[src/rtl/id_ex_stage.sv]
// ID/EX pipeline stage: decode, register-file read, load-use hazard detect, EX register bank.
// Latency: one cycle from Instr_In to the EX_* registers; Stall is combinational from EX state.
// Backpressure: a load-use hazard raises Stall for one cycle and inserts a bubble; Flush drops the slot.
// Optional feature: define WB_BYPASS_EN to forward the same-cycle writeback value into source data.
module id_ex_stage (
    input  logic        Clk,
    input  logic        Reset,
    input  logic [31:0] Instr_In,
    input  logic        Instr_Valid,
    output logic [4:0]  Read_Reg_Num_1,
    output logic [4:0]  Read_Reg_Num_2,
    input  logic [31:0] Read_Data_1_In,
    input  logic [31:0] Read_Data_2_In,
    input  logic        WB_RegWrite,
    input  logic [4:0]  WB_Reg_Num,
    input  logic [31:0] WB_Data,
    input  logic        Flush,
    output logic        EX_Valid,
    output logic [31:0] EX_Rs_Data,
    output logic [31:0] EX_Rt_Data,
    output logic [4:0]  EX_Rs,
    output logic [4:0]  EX_Rt,
    output logic [4:0]  EX_Dest,
    output logic [31:0] EX_Imm,
    output logic [5:0]  EX_Opcode,
    output logic [5:0]  EX_Funct,
    output logic        EX_RegWrite,
    output logic        EX_MemRead,
    output logic        EX_MemWrite,
    output logic [15:0] Bubble_Count,
    output logic        Stall
);

    localparam logic [5:0] OP_RTYPE = 6'h00;
    localparam logic [5:0] OP_LW    = 6'h23;
    localparam logic [5:0] OP_SW    = 6'h2B;
    localparam logic [5:0] OP_ADDI  = 6'h08;
    localparam logic [5:0] OP_BEQ   = 6'h04;

    logic [5:0]  opcode;
    logic [4:0]  rs;
    logic [4:0]  rt;
    logic [4:0]  rd;
    logic [5:0]  funct;
    logic [31:0] imm_ext;

    logic        dec_regwrite;
    logic        dec_memread;
    logic        dec_memwrite;
    logic        dec_uses_rt;
    logic [4:0]  dec_dest;

    logic [31:0] rs_data;
    logic [31:0] rt_data;

    assign opcode  = Instr_In[31:26];
    assign rs      = Instr_In[25:21];
    assign rt      = Instr_In[20:16];
    assign rd      = Instr_In[15:11];
    assign funct   = Instr_In[5:0];
    assign imm_ext = {{16{Instr_In[15]}}, Instr_In[15:0]};

    assign Read_Reg_Num_1 = rs;
    assign Read_Reg_Num_2 = rt;

    // Opcode decode into control bits; unknown opcodes behave as a nop with no destination.
    always_comb begin
        dec_regwrite = 1'b0;
        dec_memread  = 1'b0;
        dec_memwrite = 1'b0;
        dec_uses_rt  = 1'b0;
        dec_dest     = 5'd0;
        case (opcode)
            OP_RTYPE: begin
                dec_regwrite = 1'b1;
                dec_uses_rt  = 1'b1;
                dec_dest     = rd;
            end
            OP_LW: begin
                dec_memread  = 1'b1;
                dec_regwrite = 1'b1;
                dec_dest     = rt;
            end
            OP_SW: begin
                dec_memwrite = 1'b1;
                dec_uses_rt  = 1'b1;
            end
            OP_ADDI: begin
                dec_regwrite = 1'b1;
                dec_dest     = rt;
            end
            OP_BEQ: begin
                dec_uses_rt  = 1'b1;
            end
            default: begin
                dec_regwrite = 1'b0;
            end
        endcase
    end

`ifdef WB_BYPASS_EN
    // Source operands: $zero reads as 0, otherwise the writeback value wins over a stale file read.
    always_comb begin
        rs_data = Read_Data_1_In;
        rt_data = Read_Data_2_In;
        if (WB_RegWrite && (WB_Reg_Num != 5'd0) && (WB_Reg_Num == rs)) rs_data = WB_Data;
        if (WB_RegWrite && (WB_Reg_Num != 5'd0) && (WB_Reg_Num == rt)) rt_data = WB_Data;
        if (rs == 5'd0) rs_data = 32'h0;
        if (rt == 5'd0) rt_data = 32'h0;
    end
`else
    // The register file is write-first, so the writeback port is only observed, never used here.
    logic unused_wb;
    assign unused_wb = ^{WB_RegWrite, WB_Reg_Num, WB_Data};

    // Source operands: $zero reads as 0, otherwise straight from the register file.
    always_comb begin
        rs_data = (rs == 5'd0) ? 32'h0 : Read_Data_1_In;
        rt_data = (rt == 5'd0) ? 32'h0 : Read_Data_2_In;
    end
`endif

    // Load-use hazard: a load in EX whose destination feeds this instruction's sources.
    assign Stall = Instr_Valid && !Flush && EX_Valid && EX_MemRead && (EX_Dest != 5'd0) &&
                   ((EX_Dest == rs) || (dec_uses_rt && (EX_Dest == rt)));

    // EX register bank: reset, then flush/empty slot, then stall bubble, then normal capture.
    always_ff @(posedge Clk) begin
        if (!Reset) begin
            EX_Valid     <= 1'b0;
            EX_Rs_Data   <= 32'h0;
            EX_Rt_Data   <= 32'h0;
            EX_Rs        <= 5'd0;
            EX_Rt        <= 5'd0;
            EX_Dest      <= 5'd0;
            EX_Imm       <= 32'h0;
            EX_Opcode    <= 6'd0;
            EX_Funct     <= 6'd0;
            EX_RegWrite  <= 1'b0;
            EX_MemRead   <= 1'b0;
            EX_MemWrite  <= 1'b0;
            Bubble_Count <= 16'h0;
        end else if (Flush || !Instr_Valid) begin
            EX_Valid    <= 1'b0;
            EX_RegWrite <= 1'b0;
            EX_MemRead  <= 1'b0;
            EX_MemWrite <= 1'b0;
        end else if (Stall) begin
            EX_Valid    <= 1'b0;
            EX_RegWrite <= 1'b0;
            EX_MemRead  <= 1'b0;
            EX_MemWrite <= 1'b0;
            if (Bubble_Count != 16'hFFFF) Bubble_Count <= Bubble_Count + 16'd1;
        end else begin
            EX_Valid    <= 1'b1;
            EX_Rs_Data  <= rs_data;
            EX_Rt_Data  <= rt_data;
            EX_Rs       <= rs;
            EX_Rt       <= rt;
            EX_Dest     <= dec_dest;
            EX_Imm      <= imm_ext;
            EX_Opcode   <= opcode;
            EX_Funct    <= funct;
            EX_RegWrite <= dec_regwrite && (dec_dest != 5'd0);
            EX_MemRead  <= dec_memread;
            EX_MemWrite <= dec_memwrite;
        end
    end

endmodule

[config.mk]
export PLATFORM = sky130hd
export DESIGN_NAME = id_ex_stage
export DESIGN_NICKNAME = d
export VERILOG_FILES = /design/src/rtl/id_ex_stage.sv
export SDC_FILE = /design/constraint.sdc
export NUM_CORES = 1
export LEC_CHECK = 0
export ABC_AREA = 1
export BUFFER_PORTS_ARGS = -buffer_cell sky130_fd_sc_hd__buf_2
export CORE_MARGIN = 3
export CORE_UTILIZATION = 45
export CTS_CLUSTER_SIZE = 28
export DETAILED_ROUTE_END_ITERATION = 8
export PLACE_DENSITY = 0.85
export SYNTH_ARGS = -nofsm -noshare
export SYNTH_HDL_FRONTEND = slang
export SYNTH_SLANG_ARGS = --single-unit
[constraint.sdc]
create_clock -name Clk -period 2.38 [get_ports Clk]
set_clock_uncertainty 0.1 [all_clocks]
set_input_delay 0.476 -clock Clk [delete_from_list [all_inputs] [get_ports Clk]]
set_output_delay 0.476 -clock Clk [all_outputs]
set_load 0.01 [all_outputs]
After elaboration in Yosys (flattened, before gate mapping)
Cells that the tools add are included.
{"block": "word_totals", "ff_bits": 127, "input_bits": 138, "output_inout_bits": 154, "elab_cells": 55}
{"block": "op_classes", "n_addsub": 1, "n_eq_ne": 7, "mux": 8, "n_bitwise": 3, "reduce_logical": 23}
{"operator": "$mux 32", "count": 2}
{"operator": "$add 16x1->16 const B", "count": 1}
{"operator": "$ne 16x16->1 const B", "count": 1}
{"operator": "$eq 6x6->1 const B", "count": 2}
{"operator": "$eq 5x5->1", "count": 2}
{"operator": "$logic_not 5->1", "count": 2}
{"operator": "$pmux 5 s2", "count": 1}
{"operator": "$reduce_bool 5->1", "count": 2}
{"operator": "$reduce_or 3->1", "count": 3}
{"operator": "$logic_and 1x1->1", "count": 7}
{"operator": "$eq 6x3->1 const B", "count": 1}
{"operator": "$eq 6x4->1 const B", "count": 1}
{"operator": "$logic_not 6->1", "count": 1}
{"operator": "$mux 1", "count": 5}
{"operator": "$reduce_or 2->1", "count": 2}
{"operator": "$not 1->1", "count": 3}
{"operator": "$reduce_and 3->1", "count": 1}
{"operator": "$logic_not 1->1", "count": 2}
{"operator": "$logic_or 1x1->1", "count": 2}
{"operator": "$reduce_and 2->1", "count": 1}

Longest topological paths before layout
{"block": "logic_depth", "ltp_word": 8, "mapped_depth": 11, "mapped_depth_nobuf": 11}

Worst setup path before layout
No wires, ideal clock.
{"block": "synth_path", "path_type": "input to output", "from": "input port Instr_In[27]", "to": "output port Stall", "arrival_time_ns": 1.544, "t_required_ns": 1.804, "slack_ns": 0.260, "path_stages": 9, "path_buffers": 2, "cell_sequence": "nor2_1 -> nand3_1 -> nand2_1 -> nand2_1 -> o21ai_4 -> nand2_2 -> buf_6 -> buf_2 -> inv_1"}
{"block": "synth_via", "elab_chain_cells": 6, "elab_cells_between_ends": 8, "classes_between": "eq/ne (2); mux (1); reduce/logical (5)"}
{"item": "start, declared", "line_no": "8", "text": "input logic [31:0] Instr_In,"}
{"item": "$eq 6x3->1 (tied with other cells)", "line_no": "73", "text": "case (opcode)"}
{"item": "$reduce_or 3->1 (no source line) *"}
{"item": "$mux 1 *", "line_no": "73"}
{"item": "$logic_and 1x1->1 *", "line_no": "125", "text": "((EX_Dest == rs) || (dec_uses_rt && (EX_Dest == rt)));"}
{"item": "$logic_or 1x1->1 *", "line_no": "125"}
{"item": "$logic_and 1x1->1 *", "line_no": "124", "text": "assign Stall = Instr_Valid && !Flush && EX_Valid && EX_MemRead && (EX_Dest != 5'd0) &&"}
{"item": "end, declared", "line_no": "31", "text": "output logic Stall"}
Mark *: on every way between the ends. The rest lies on a longest branch, timed or not.

Final worst setup path
{"block": "layout_path", "from": "register EX_Dest[3]", "to": "output port Stall"}
{"block": "layout_via", "elab_chain_cells": 4, "elab_cells_between_ends": 7, "classes_between": "eq/ne (2); reduce/logical (5)"}
{"item": "start, declared", "line_no": "23", "text": "output logic [4:0] EX_Dest,"}
{"item": "start signal, assigned", "line_no": "160", "text": "EX_Dest <= dec_dest;"}
{"item": "$eq 5x5->1", "line_no": "125"}
{"item": "$logic_and 1x1->1", "line_no": "125"}
{"item": "$logic_or 1x1->1", "line_no": "125"}
{"item": "$logic_and 1x1->1 *", "line_no": "124"}
Marks and branches as above.

==> flow_metrics.tcl <==
set metrics [dict create \
    yosys_most_used_dff "dfxtp_1" \
    drive_above_1_share_pct 30.0 \
    utilization_pct 62.1 \
    period_minus_slack_ns 2.22 \
    wl_per_cell_um 14.1 \
    hold_slack_ns 0.200 \
    synth_simple_gate_area_share_pct 38.7 \
    yosysUniqueCellTypes 21 \
    hold_violations 0 \
    mostFrequentLayoutCell "buf_2" \
    synth_top_family_by_area "simple AND/OR/NAND/NOR gates" \
    dp_cells 1180 \
    critPathMaxFanout 5 \
    clk_path_buf_depth 2 \
    syn_area_mm2 0.00575 \
    arrival_ns 1.64 \
    tns_ns 0 \
    status "complete, no violations" \
    grt_usage_pct 23.2 \
    antenna_found_initial 0 \
    async_reset_ff_share_pct 0 \
    clock-sinks 121 \
    start_kind "flop" \
    syn_inst 832 \
    synth_edf_count 0 \
    synthAdderAreaFrac_pct 0.217 \
    avgSynthCellArea_um2 6.91 \
    first_iter_violations 578 \
    vias_per_cell 5.11 \
    tightestPinTransition_ns 0.555 \
    synth_compound_area_share_pct 4.20 \
    period_share_pct 93.2 \
    dpl_worst_slack_ns 0.208 \
    worstHoldPathType "primary input to flop" \
    fillerInstances 1119 \
    syn2layout_area_growth_pct 32.4 \
    dieArea_mm2 0.0142 \
    synth_xor_area_share_pct 1.07 \
    drv_cap 0 \
    totalWireLength_mm 17.1 \
    critPathLaunch "EX_Dest[3]" \
    drv_slew 0 \
    portBuffers 253 \
    cts_buffers 17 \
    grt_pass1_wl_mm 26.7 \
    gp_congestion 0.891 \
    rsz0062_at_grt "false" \
    power.density_mw_per_mm2 739 \
    io_pins 292 \
    synth_nets 971 \
    endpoint_kind "primary output" \
    max_freq_ghz 0.451 \
    synth_mux_area_share_pct 0 \
    grt_pass1_vias 5417 \
    clk_pin_slew_ns 0.05 \
    insertion_delay_ns 0.41 \
    die_w_um 119 \
    multi_input_area_mm2 0.00256 \
    overflow 0 \
    fin_ws_ns 0.163 \
    dp.final_hpwl_mm 11.6 \
    num_vias 6210 \
    rows 40 \
    die_h_um 119 \
    hold_start "Read_Data_2_In[6]" \
    clock-root-buffer "clkbuf_16" \
    firstDrtPassIters 6 \
    nNetsFinal 1173 \
    tritoncts "done" \
    core_mm2 0.0123 \
    fin_cells 1215 \
    final_cell_mix "buf_2 (252), nand2_1 (175), nand3_1 (128)" \
    setup_violations 0 \
    seqCellArea_mm2 0.00243 \
    cp.required_ns 1.80 \
    critical_path_class "flop to primary output" \
    yosysSeqAreaShare_pct 42.1 \
    htree_levels 4 \
    ant_nets 0 \
    floorplan.initialDensity_pct 46.9 \
    synth-seq-cells 121 \
    p_leak_nw 4.16 \
    yosysWarnings 0 \
    grt_max_degree 111 \
    irDropWorstVdd_v 0.000469 \
    slew_headroom_pct 63.0 \
    drc 0 \
    r2r-start "Bubble_Count[0]" \
    n_antenna_cell 0 \
]
## sequential cells by signal, summed over array words and instances, names as in the netlist, 5 cells and up
signal        count
EX_Rt             5
EX_Rt_Data       32
Bubble_Count     16
EX_Dest           5
EX_Imm           16
EX_Rs_Data       32
EX_Opcode         6
EX_Rs             5
## stage by stage
stage,instance area (um2),total power [mW]
finish,7620,5.63
global route,7620,5.82
CTS,7600,5.67
detailed placement,6930,2.81
global placement,6930,2.80
floorplan,5750,2.57
## synth_stat cells (5+ instances only)
cell type  instances  area share (%)
buf_1              7            0.46
xor2_1             5            0.76
nand3_1          128              11
a21oi_1           44             3.8
nor2_1            97             6.3
nand4_1           81             8.8
clkbuf_1          32             2.1
nor3_1             6            0.52
buf_4             38             5.0
nand2_1          175              11
inv_1             74             4.8
buf_2             13             1.1
dfxtp_1          121              42
## power by group
part	internal (mW)	switching (mW)
logic	0.247	0.343
registers	2.12	0.0548
clock network	1.94	0.924
## path summary, 6_finish.rpt
kind                      end  slack [ns]  cells after the start
max reg2reg  Bubble_Count[14]        0.41                     11
max                     Stall        0.16                      9
min             EX_Rt_Data[6]        0.20                      3
min reg2reg     EX_Rs_Data[1]        0.36                      2
## metal layers
layer | GRT usage (%) | wire length [um] | up-vias
li1 | - | - | 3121
met1 | 28.4 | 6960 | 2804
met2 | 38.7 | 8560 | 253
met3 | 5.51 | 1180 | 32
met4 | 10.3 | 398 | 0
met5 | 0 | 0 | -
## repair_timing
item / in CTS / in global routing
endpoints found under the setup margin: 1 / 1
pin swaps: 1 / 2
hold buffers: 0 / 0
gates resized for setup: 2 / 2
buffers inserted: 1 / 2
## layout make-up
| cell class | count | share of cell area (%) |
|---|---|---|
| sequential | 121 | 31.9 |
| clock buffer | 20 | 6.13 |
| clock inverter | 12 | 2.55 |
| inverter | 75 | 3.70 |
| tap | 168 | 2.76 |
| timing repair buffer | 274 | 19.4 |
| multi-input combinational | 545 | 33.6 |
## logic make-up after synthesis
logic type               count (synthesis)
adder cells (fa/ha/maj)                  1
flip-flops                             121
XOR/XNOR                                 7
AND/OR/NAND/NOR                        491
AO/OA/AOI/OAI                           46
buffers and inverters                  166
## worst max-delay path: stages (launching register included)
cell and delay (ns):
dfxtp_1 0.40, inv_1 0.08, nand2_1 0.07, nand2_1 0.05, nor2_1 0.10, nand3_1 0.13, o21ai_4 0.11, nand2_4 0.09
inv_1 0.06, buf_2 0.13
Power figures use the tool's default switching activity.
